### src/rtl/lsu_mem_master_if.sv
// Purpose: load/store request/response channel plus data-port memory bus of lsu_mem_master.
// Latency: wires only; no logic.
// Backpressure: req_valid/req_ready on requests; responses and memory strobes are not backpressured.
// Ports: req_* (CPU -> LSU), req_ready/resp_* (LSU -> CPU),
//        data_addr/data_in/mem_read/mem_write (LSU -> memory), data_out (memory -> LSU).
interface lsu_mem_master_if;
    logic        req_valid;
    logic        req_ready;
    logic        req_write;
    logic [1:0]  req_size;
    logic        req_signed;
    logic [31:0] req_addr;
    logic [31:0] req_wdata;
    logic        resp_valid;
    logic [31:0] resp_rdata;
    logic        resp_err;
    logic [31:0] data_addr;
    logic [31:0] data_in;
    logic        mem_read;
    logic        mem_write;
    logic [31:0] data_out;

    // master: the LSU itself (accepts requests, initiates memory accesses)
    modport master (
        input  req_valid, req_write, req_size, req_signed, req_addr, req_wdata, data_out,
        output req_ready, resp_valid, resp_rdata, resp_err,
        output data_addr, data_in, mem_read, mem_write
    );

    // slave: the environment (CPU request side and the memory)
    modport slave (
        output req_valid, req_write, req_size, req_signed, req_addr, req_wdata, data_out,
        input  req_ready, resp_valid, resp_rdata, resp_err,
        input  data_addr, data_in, mem_read, mem_write
    );
endinterface

### src/rtl/lsu_mem_master.sv
// Purpose: data-port initiator; byte/half/word loads and stores, sub-word stores via read-modify-write.
// Latency: resp_valid 2 cycles after accept for loads, 4 word store, 5 sub-word store, 1 on error.
// Backpressure: one request in flight; req_ready only in IDLE; no response backpressure.
// Ports: clk, rst_n (async active-low), bus (lsu_mem_master_if.master).
module lsu_mem_master #(
    parameter logic [31:0] DATA_LIMIT = 32'h0000_1000
) (
    input  logic              clk,
    input  logic              rst_n,
    lsu_mem_master_if.master  bus
);
    localparam logic [2:0] S_IDLE    = 3'd0;
    localparam logic [2:0] S_RD      = 3'd1;
    localparam logic [2:0] S_WSETUP  = 3'd2;
    localparam logic [2:0] S_WSTROBE = 3'd3;
    localparam logic [2:0] S_WHOLD   = 3'd4;
    localparam logic [2:0] S_RESP    = 3'd5;

    logic [2:0]  state_q, state_d;
    logic        write_q, signed_q;
    logic [1:0]  size_q, lane_q;
    logic [31:0] wdata_q;
    logic [31:0] data_addr_q, data_addr_d;
    logic [31:0] data_in_q, data_in_d;
    logic [31:0] rdata_q, rdata_d;
    logic        err_q, err_d;
    logic        mem_read_q, mem_write_q, resp_valid_q;

    logic        accept, req_bad;
    logic [7:0]  byte_v;
    logic [15:0] half_v;
    logic [31:0] load_val, merge_val;

    assign bus.req_ready  = rst_n && (state_q == S_IDLE);
    assign accept         = bus.req_valid && bus.req_ready;

    assign bus.data_addr  = data_addr_q;
    assign bus.data_in    = data_in_q;
    assign bus.mem_read   = mem_read_q;
    assign bus.mem_write  = mem_write_q;
    assign bus.resp_valid = resp_valid_q;
    assign bus.resp_rdata = rdata_q;
    assign bus.resp_err   = err_q;

    always_comb begin
        req_bad = (bus.req_size == 2'b11)
               || (bus.req_size == 2'b01 && bus.req_addr[0])
               || (bus.req_size == 2'b10 && bus.req_addr[1:0] != 2'b00)
               || (bus.req_addr >= DATA_LIMIT);
    end

    // Lane extraction for loads and lane replacement for sub-word stores.
    always_comb begin
        byte_v    = bus.data_out[{lane_q, 3'b000} +: 8];
        half_v    = bus.data_out[{lane_q[1], 4'b0000} +: 16];
        load_val  = bus.data_out;
        merge_val = bus.data_out;
        case (size_q)
            2'b00:   load_val = {{24{signed_q & byte_v[7]}}, byte_v};
            2'b01:   load_val = {{16{signed_q & half_v[15]}}, half_v};
            default: load_val = bus.data_out;
        endcase
        if (size_q == 2'b00) begin
            merge_val[{lane_q, 3'b000} +: 8] = wdata_q[7:0];
        end else begin
            merge_val[{lane_q[1], 4'b0000} +: 16] = wdata_q[15:0];
        end
    end

    always_comb begin
        state_d = state_q;
        case (state_q)
            S_IDLE: begin
                if (accept) begin
                    if (req_bad)
                        state_d = S_RESP;
                    else if (bus.req_write && bus.req_size == 2'b10)
                        state_d = S_WSETUP;
                    else
                        state_d = S_RD;
                end
            end
            S_RD:      state_d = write_q ? S_WSETUP : S_RESP;
            S_WSETUP:  state_d = S_WSTROBE;
            S_WSTROBE: state_d = S_WHOLD;
            S_WHOLD:   state_d = S_RESP;
            S_RESP:    state_d = S_IDLE;
            default:   state_d = S_IDLE;
        endcase
    end

    // Address/data change only on accept or at the end of RD, so they are
    // stable for the whole WSETUP..WHOLD window around the write strobe.
    always_comb begin
        data_addr_d = data_addr_q;
        data_in_d   = data_in_q;
        rdata_d     = rdata_q;
        err_d       = err_q;
        if (accept && !req_bad) begin
            data_addr_d = {bus.req_addr[31:2], 2'b00};
            if (bus.req_write && bus.req_size == 2'b10)
                data_in_d = bus.req_wdata;
        end
        if (state_q == S_RD && write_q)
            data_in_d = merge_val;
        // Response fields only update on entry to RESP, then hold.
        if (state_d == S_RESP && state_q != S_RESP) begin
            err_d   = (state_q == S_IDLE);
            rdata_d = (state_q == S_RD && !write_q) ? load_val : 32'h0;
        end
    end

    always_ff @(posedge clk or negedge rst_n) begin
        if (!rst_n) begin
            state_q      <= S_IDLE;
            write_q      <= 1'b0;
            signed_q     <= 1'b0;
            size_q       <= 2'b00;
            lane_q       <= 2'b00;
            wdata_q      <= 32'h0;
            data_addr_q  <= 32'h0;
            data_in_q    <= 32'h0;
            rdata_q      <= 32'h0;
            err_q        <= 1'b0;
            mem_read_q   <= 1'b0;
            mem_write_q  <= 1'b0;
            resp_valid_q <= 1'b0;
        end else begin
            state_q      <= state_d;
            if (accept) begin
                write_q  <= bus.req_write;
                signed_q <= bus.req_signed;
                size_q   <= bus.req_size;
                lane_q   <= bus.req_addr[1:0];
                wdata_q  <= bus.req_wdata;
            end
            data_addr_q  <= data_addr_d;
            data_in_q    <= data_in_d;
            rdata_q      <= rdata_d;
            err_q        <= err_d;
            mem_read_q   <= (state_d == S_RD);
            mem_write_q  <= (state_d == S_WSTROBE);
            resp_valid_q <= (state_d == S_RESP);
        end
    end
endmodule

### src/flat_wrapper.sv
// flat-port wrapper written by rule: the top's interface ports become plain ports
module lsu_mem_master_flat 
#(
    parameter logic [31:0] DATA_LIMIT = 32'h0000_1000
)
  (clk, rst_n, bus_req_valid, bus_req_write, bus_req_size, bus_req_signed, bus_req_addr, bus_req_wdata, bus_data_out, bus_req_ready, bus_resp_valid, bus_resp_rdata, bus_resp_err, bus_data_addr, bus_data_in, bus_mem_read, bus_mem_write);
  lsu_mem_master_if bus_i ();
  input  logic clk;
  input  logic rst_n;
  input wire logic [$bits(bus_i.req_valid)-1:0] bus_req_valid;
  input wire logic [$bits(bus_i.req_write)-1:0] bus_req_write;
  input wire logic [$bits(bus_i.req_size)-1:0] bus_req_size;
  input wire logic [$bits(bus_i.req_signed)-1:0] bus_req_signed;
  input wire logic [$bits(bus_i.req_addr)-1:0] bus_req_addr;
  input wire logic [$bits(bus_i.req_wdata)-1:0] bus_req_wdata;
  input wire logic [$bits(bus_i.data_out)-1:0] bus_data_out;
  output wire logic [$bits(bus_i.req_ready)-1:0] bus_req_ready;
  output wire logic [$bits(bus_i.resp_valid)-1:0] bus_resp_valid;
  output wire logic [$bits(bus_i.resp_rdata)-1:0] bus_resp_rdata;
  output wire logic [$bits(bus_i.resp_err)-1:0] bus_resp_err;
  output wire logic [$bits(bus_i.data_addr)-1:0] bus_data_addr;
  output wire logic [$bits(bus_i.data_in)-1:0] bus_data_in;
  output wire logic [$bits(bus_i.mem_read)-1:0] bus_mem_read;
  output wire logic [$bits(bus_i.mem_write)-1:0] bus_mem_write;
  assign bus_i.req_valid = bus_req_valid;
  assign bus_i.req_write = bus_req_write;
  assign bus_i.req_size = bus_req_size;
  assign bus_i.req_signed = bus_req_signed;
  assign bus_i.req_addr = bus_req_addr;
  assign bus_i.req_wdata = bus_req_wdata;
  assign bus_i.data_out = bus_data_out;
  assign bus_req_ready = bus_i.req_ready;
  assign bus_resp_valid = bus_i.resp_valid;
  assign bus_resp_rdata = bus_i.resp_rdata;
  assign bus_resp_err = bus_i.resp_err;
  assign bus_data_addr = bus_i.data_addr;
  assign bus_data_in = bus_i.data_in;
  assign bus_mem_read = bus_i.mem_read;
  assign bus_mem_write = bus_i.mem_write;
  lsu_mem_master #(.DATA_LIMIT(DATA_LIMIT)) u_core (.clk(clk), .rst_n(rst_n), .bus(bus_i));
endmodule
### config.mk
export PLATFORM = sky130hd
export DESIGN_NAME = lsu_mem_master_flat
export DESIGN_NICKNAME = d
export VERILOG_FILES = /design/src/rtl/lsu_mem_master_if.sv /design/src/rtl/lsu_mem_master.sv /design/src/flat_wrapper.sv
export SDC_FILE = /design/constraint.sdc
export NUM_CORES = 1
export LEC_CHECK = 0
export BUFFER_PORTS_ARGS = -buffer_cell sky130_fd_sc_hd__buf_4
export CORE_ASPECT_RATIO = 0.75
export CORE_MARGIN = 2
export CORE_UTILIZATION = 46
export DETAILED_ROUTE_END_ITERATION = 10
export MAX_ROUTING_LAYER = met4
export PLACE_DENSITY = 0.83
export SYNTH_ARGS = -nofsm -noshare
export SYNTH_HDL_FRONTEND = slang
export SYNTH_SLANG_ARGS = --single-unit
export TNS_END_PERCENT = 50
### constraint.sdc
create_clock -name clk -period 2 [get_ports clk]
set_input_delay 0.4 -clock clk [delete_from_list [all_inputs] [get_ports clk]]
set_output_delay 0.4 -clock clk [all_outputs]
set_load 0.01 [all_outputs]
==> metrics <==
status finished clean; Synth Flop Type dfrtp_1; largest net degree at the start of global routing 124; RSZ-0062 raised after global routing true; Comb pwr share 0.428; WHS 0.148 ns; CP Launch Type flop; RePlAce Congestion 0.945; Yosys cell types 52; Worst Path Max Fanout 8; DR iter-0 viols 740; crit-path leading delay family multiplexers; #FFs+latches synth 123; Clk Latency, worst-skew pair 0.41 ns; Syn Inst Count 614; Max-Cap Viols 0; Slowest-stage cell, CP mux4_2; Die Height 106 um; period utilization 0.993; first-pass GRT wire length 32300 um; # IOs 204; # setup viols final 0; Hold-fix buffers, CTS 0; required time of the critical path 2.28 ns; CP Cell Sequence buf_6, mux4_2, and4b_1, a221oi_4, buf_6, o22ai_2; final hold violation count 0; Max Freq 504 MHz; ANT cells 0; starting density of the core 0.466; row count 37; gr usage total 0.289; Tmin final 1.99 ns; layout cells sized above 1 0.428; vias in the first global route 5782; Async S/R FF share, synth 1.00; I/O Buffers 201; Worst Path Arrival 2.27 ns; die width 139 um; Pleak 4.23 nW; sequential element share of the synthesized area 0.487; WL/cell 20.8 um; Longest Clk Path Bufs 2; warning count from the yosys run 0; syn avg cell area 10.3 um2; fin nets 940; critical path class reg2reg; initial antenna violation count 0; PD cells 1420 mW/mm2; Post-Route WL 21200 um; Post-Synthesis Cell Area 0.00633 mm2; CP max stage delay 0.53 ns; max-slew violation count 0; maximum vdd ir drop 0.859 mV; CTS tree built; CTS Buf Count 17; Flop pwr share 0.314; CP bufs+invs 2; Worst Setup End Kind flop; Tightest Pin Transition 0.672 ns; final setup skew 0.00877 ns; iteration count of the initial detailed-routing pass 6; synth-to-layout area growth 44.9%; clk sinks 123; CORE AREA 0.0136 mm2; full die area 0.0147 mm2; Final Util 0.676; CP dominant cell by count buf_6; Post-synth EDFFs 0; H-tree Lvls 4; critical path depth 6; # DRC 0; Detailed Place HPWL 14600 um; clock share of power 0.258; Switch Pwr 0.00485 W; Root Buffer clkbuf_16; Worst slew margin 0.552; fillers 1001; grt ovf 0; Clock transition at path regs 0.06 ns; DR vias 6176; HP Class in2async; Pint 0.00818 W; R2R cell count 6; via/cell ratio 6.05; switching share of power 0.372; Routed Antenna Nets 0
logic make-up after synthesis:
family                     Yosys count  share of synthesized area
AOI/OAI and AO/OA                  197                      0.223
and+or+nand+nor                    187                      0.169
DFF                                123                      0.487
buffers and inverters               66                     0.0465
muxes                               35                     0.0639
adders and majority gates            5                    0.00989
other                                1                   0.000593
through the flow:
step	cell area, um2	instances	total power [W]	setup WS (ns)	TNS (ns)
6_report	9170	1020	0.0130	0.0140	0
5_1_grt	9170	1020	0.0136	-0.0939	-1.42
3_3_place_gp	8350	985	0.00918	-0.0710	-1.01
3_5_place_dp	8350	985	0.00930	-0.144	-4.75
4_1_cts	8990	1017	0.0127	0.000818	0
2_1_floorplan	6330	615	0.00687	0.0170	0
power by group through the flow:
stage / Combinational (W) / Clock [W] / Sequential [W]
detailed placement: 0.00524 / 0 / 0.00406
global route: 0.00597 / 0.00351 / 0.00417
global placement: 0.00511 / 0 / 0.00406
finish: 0.00557 / 0.00336 / 0.00409
CTS: 0.00527 / 0.00339 / 0.00405
floorplan: 0.00272 / 0 / 0.00415
per-layer routing:
metal,track usage,up-vias,routed length [um]
met5,-,-,0
met1,0.404,2995,8960
met4,0.0758,0,424
met3,0.0586,41,2020
met2,0.435,348,9810
li1,-,2792,-
final cells by class:
class | instances | area [um2] | share of cell area
clock buffer | 20 | 457 | 0.0498
multi-input combinational | 426 | 3120 | 0.340
tap | 175 | 219 | 0.0239
clock inverter | 12 | 185 | 0.0202
timing repair buffer | 261 | 2100 | 0.229
inverter | 3 | 11.3 | 0.00123
sequential | 123 | 3080 | 0.336
path summary, 6_finish.rpt:
| kind | from | end | slack, ns |
|---|---|---|---|
| max | u_core.lane_q[1] | u_core.bus.resp_rdata[28] | 0.01 |
| min | rst_n | u_core.bus.data_addr[6] | 0.15 |
| max reg2reg | u_core.lane_q[1] | u_core.bus.resp_rdata[28] | 0.01 |
| min reg2reg | u_core.bus.resp_err | u_core.bus.resp_err | 0.48 |
| max in group asynchronous | rst_n | u_core.state_q[2] | 1.32 |
| min in group clk | bus_req_addr[3] | u_core.bus.data_addr[3] | 0.22 |
cells in the final DEF, fill, tap and decap left out, types with 10 or more instances in the layout:
cell | Yosys | final
a21o_1 | 19 | 19
a21oi_1 | 14 | 13
a221oi_1 | 39 | 35
a31oi_1 | 32 | 32
buf_12 | 0 | 10
buf_4 | 4 | 248
clkbuf_16 | 0 | 17
dfrtp_1 | 123 | 122
mux2_2 | 32 | 32
nand2_1 | 66 | 65
nor2_1 | 18 | 18
nor2b_1 | 27 | 27
o21ai_0 | 15 | 15
o22ai_1 | 26 | 10
o22ai_2 | 0 | 16
o31ai_1 | 32 | 32
or4_1 | 32 | 32
registers in the layout, indices dropped and copies added (netlist names):
signal / flops
u_core.bus.data_in: 32
u_core.bus.resp_rdata: 32
u_core.bus.data_addr: 30
u_core.wdata_q: 16
u_core.state_q: 3
u_core.lane_q: 2
u_core.size_q: 2
u_core.bus.mem_read: 1
u_core.bus.mem_write: 1
u_core.bus.resp_err: 1
u_core.bus.resp_valid: 1
u_core.signed_q: 1
u_core.write_q: 1
cells in the mapped netlist, types with 5 or more instances:
cell type  number  share of area
or4_1          32          0.038
a221oi_1       39          0.054
nand3b_1        8         0.0095
nor2_1         18          0.011
clkbuf_1       39          0.023
a21o_1         19          0.023
mux2_2         32          0.057
o22ai_1        26          0.026
buf_1           5         0.0030
nand2b_1        8         0.0079
o21ai_0        15          0.012
a21oi_1        14          0.011
ha_1            5         0.0099
nor2b_1        27          0.027
nand2_1        66          0.039
dfrtp_1       123           0.49
o31ai_1        32          0.038
a31oi_1        32          0.032
buf_2          13          0.010
a211o_1         6         0.0083
repair_timing:
action	in CTS	in global routing
buffers inserted	0	2
resized for setup	0	30
endpoints found under the setup margin	0	52
(Power assumes the default switching activity.)
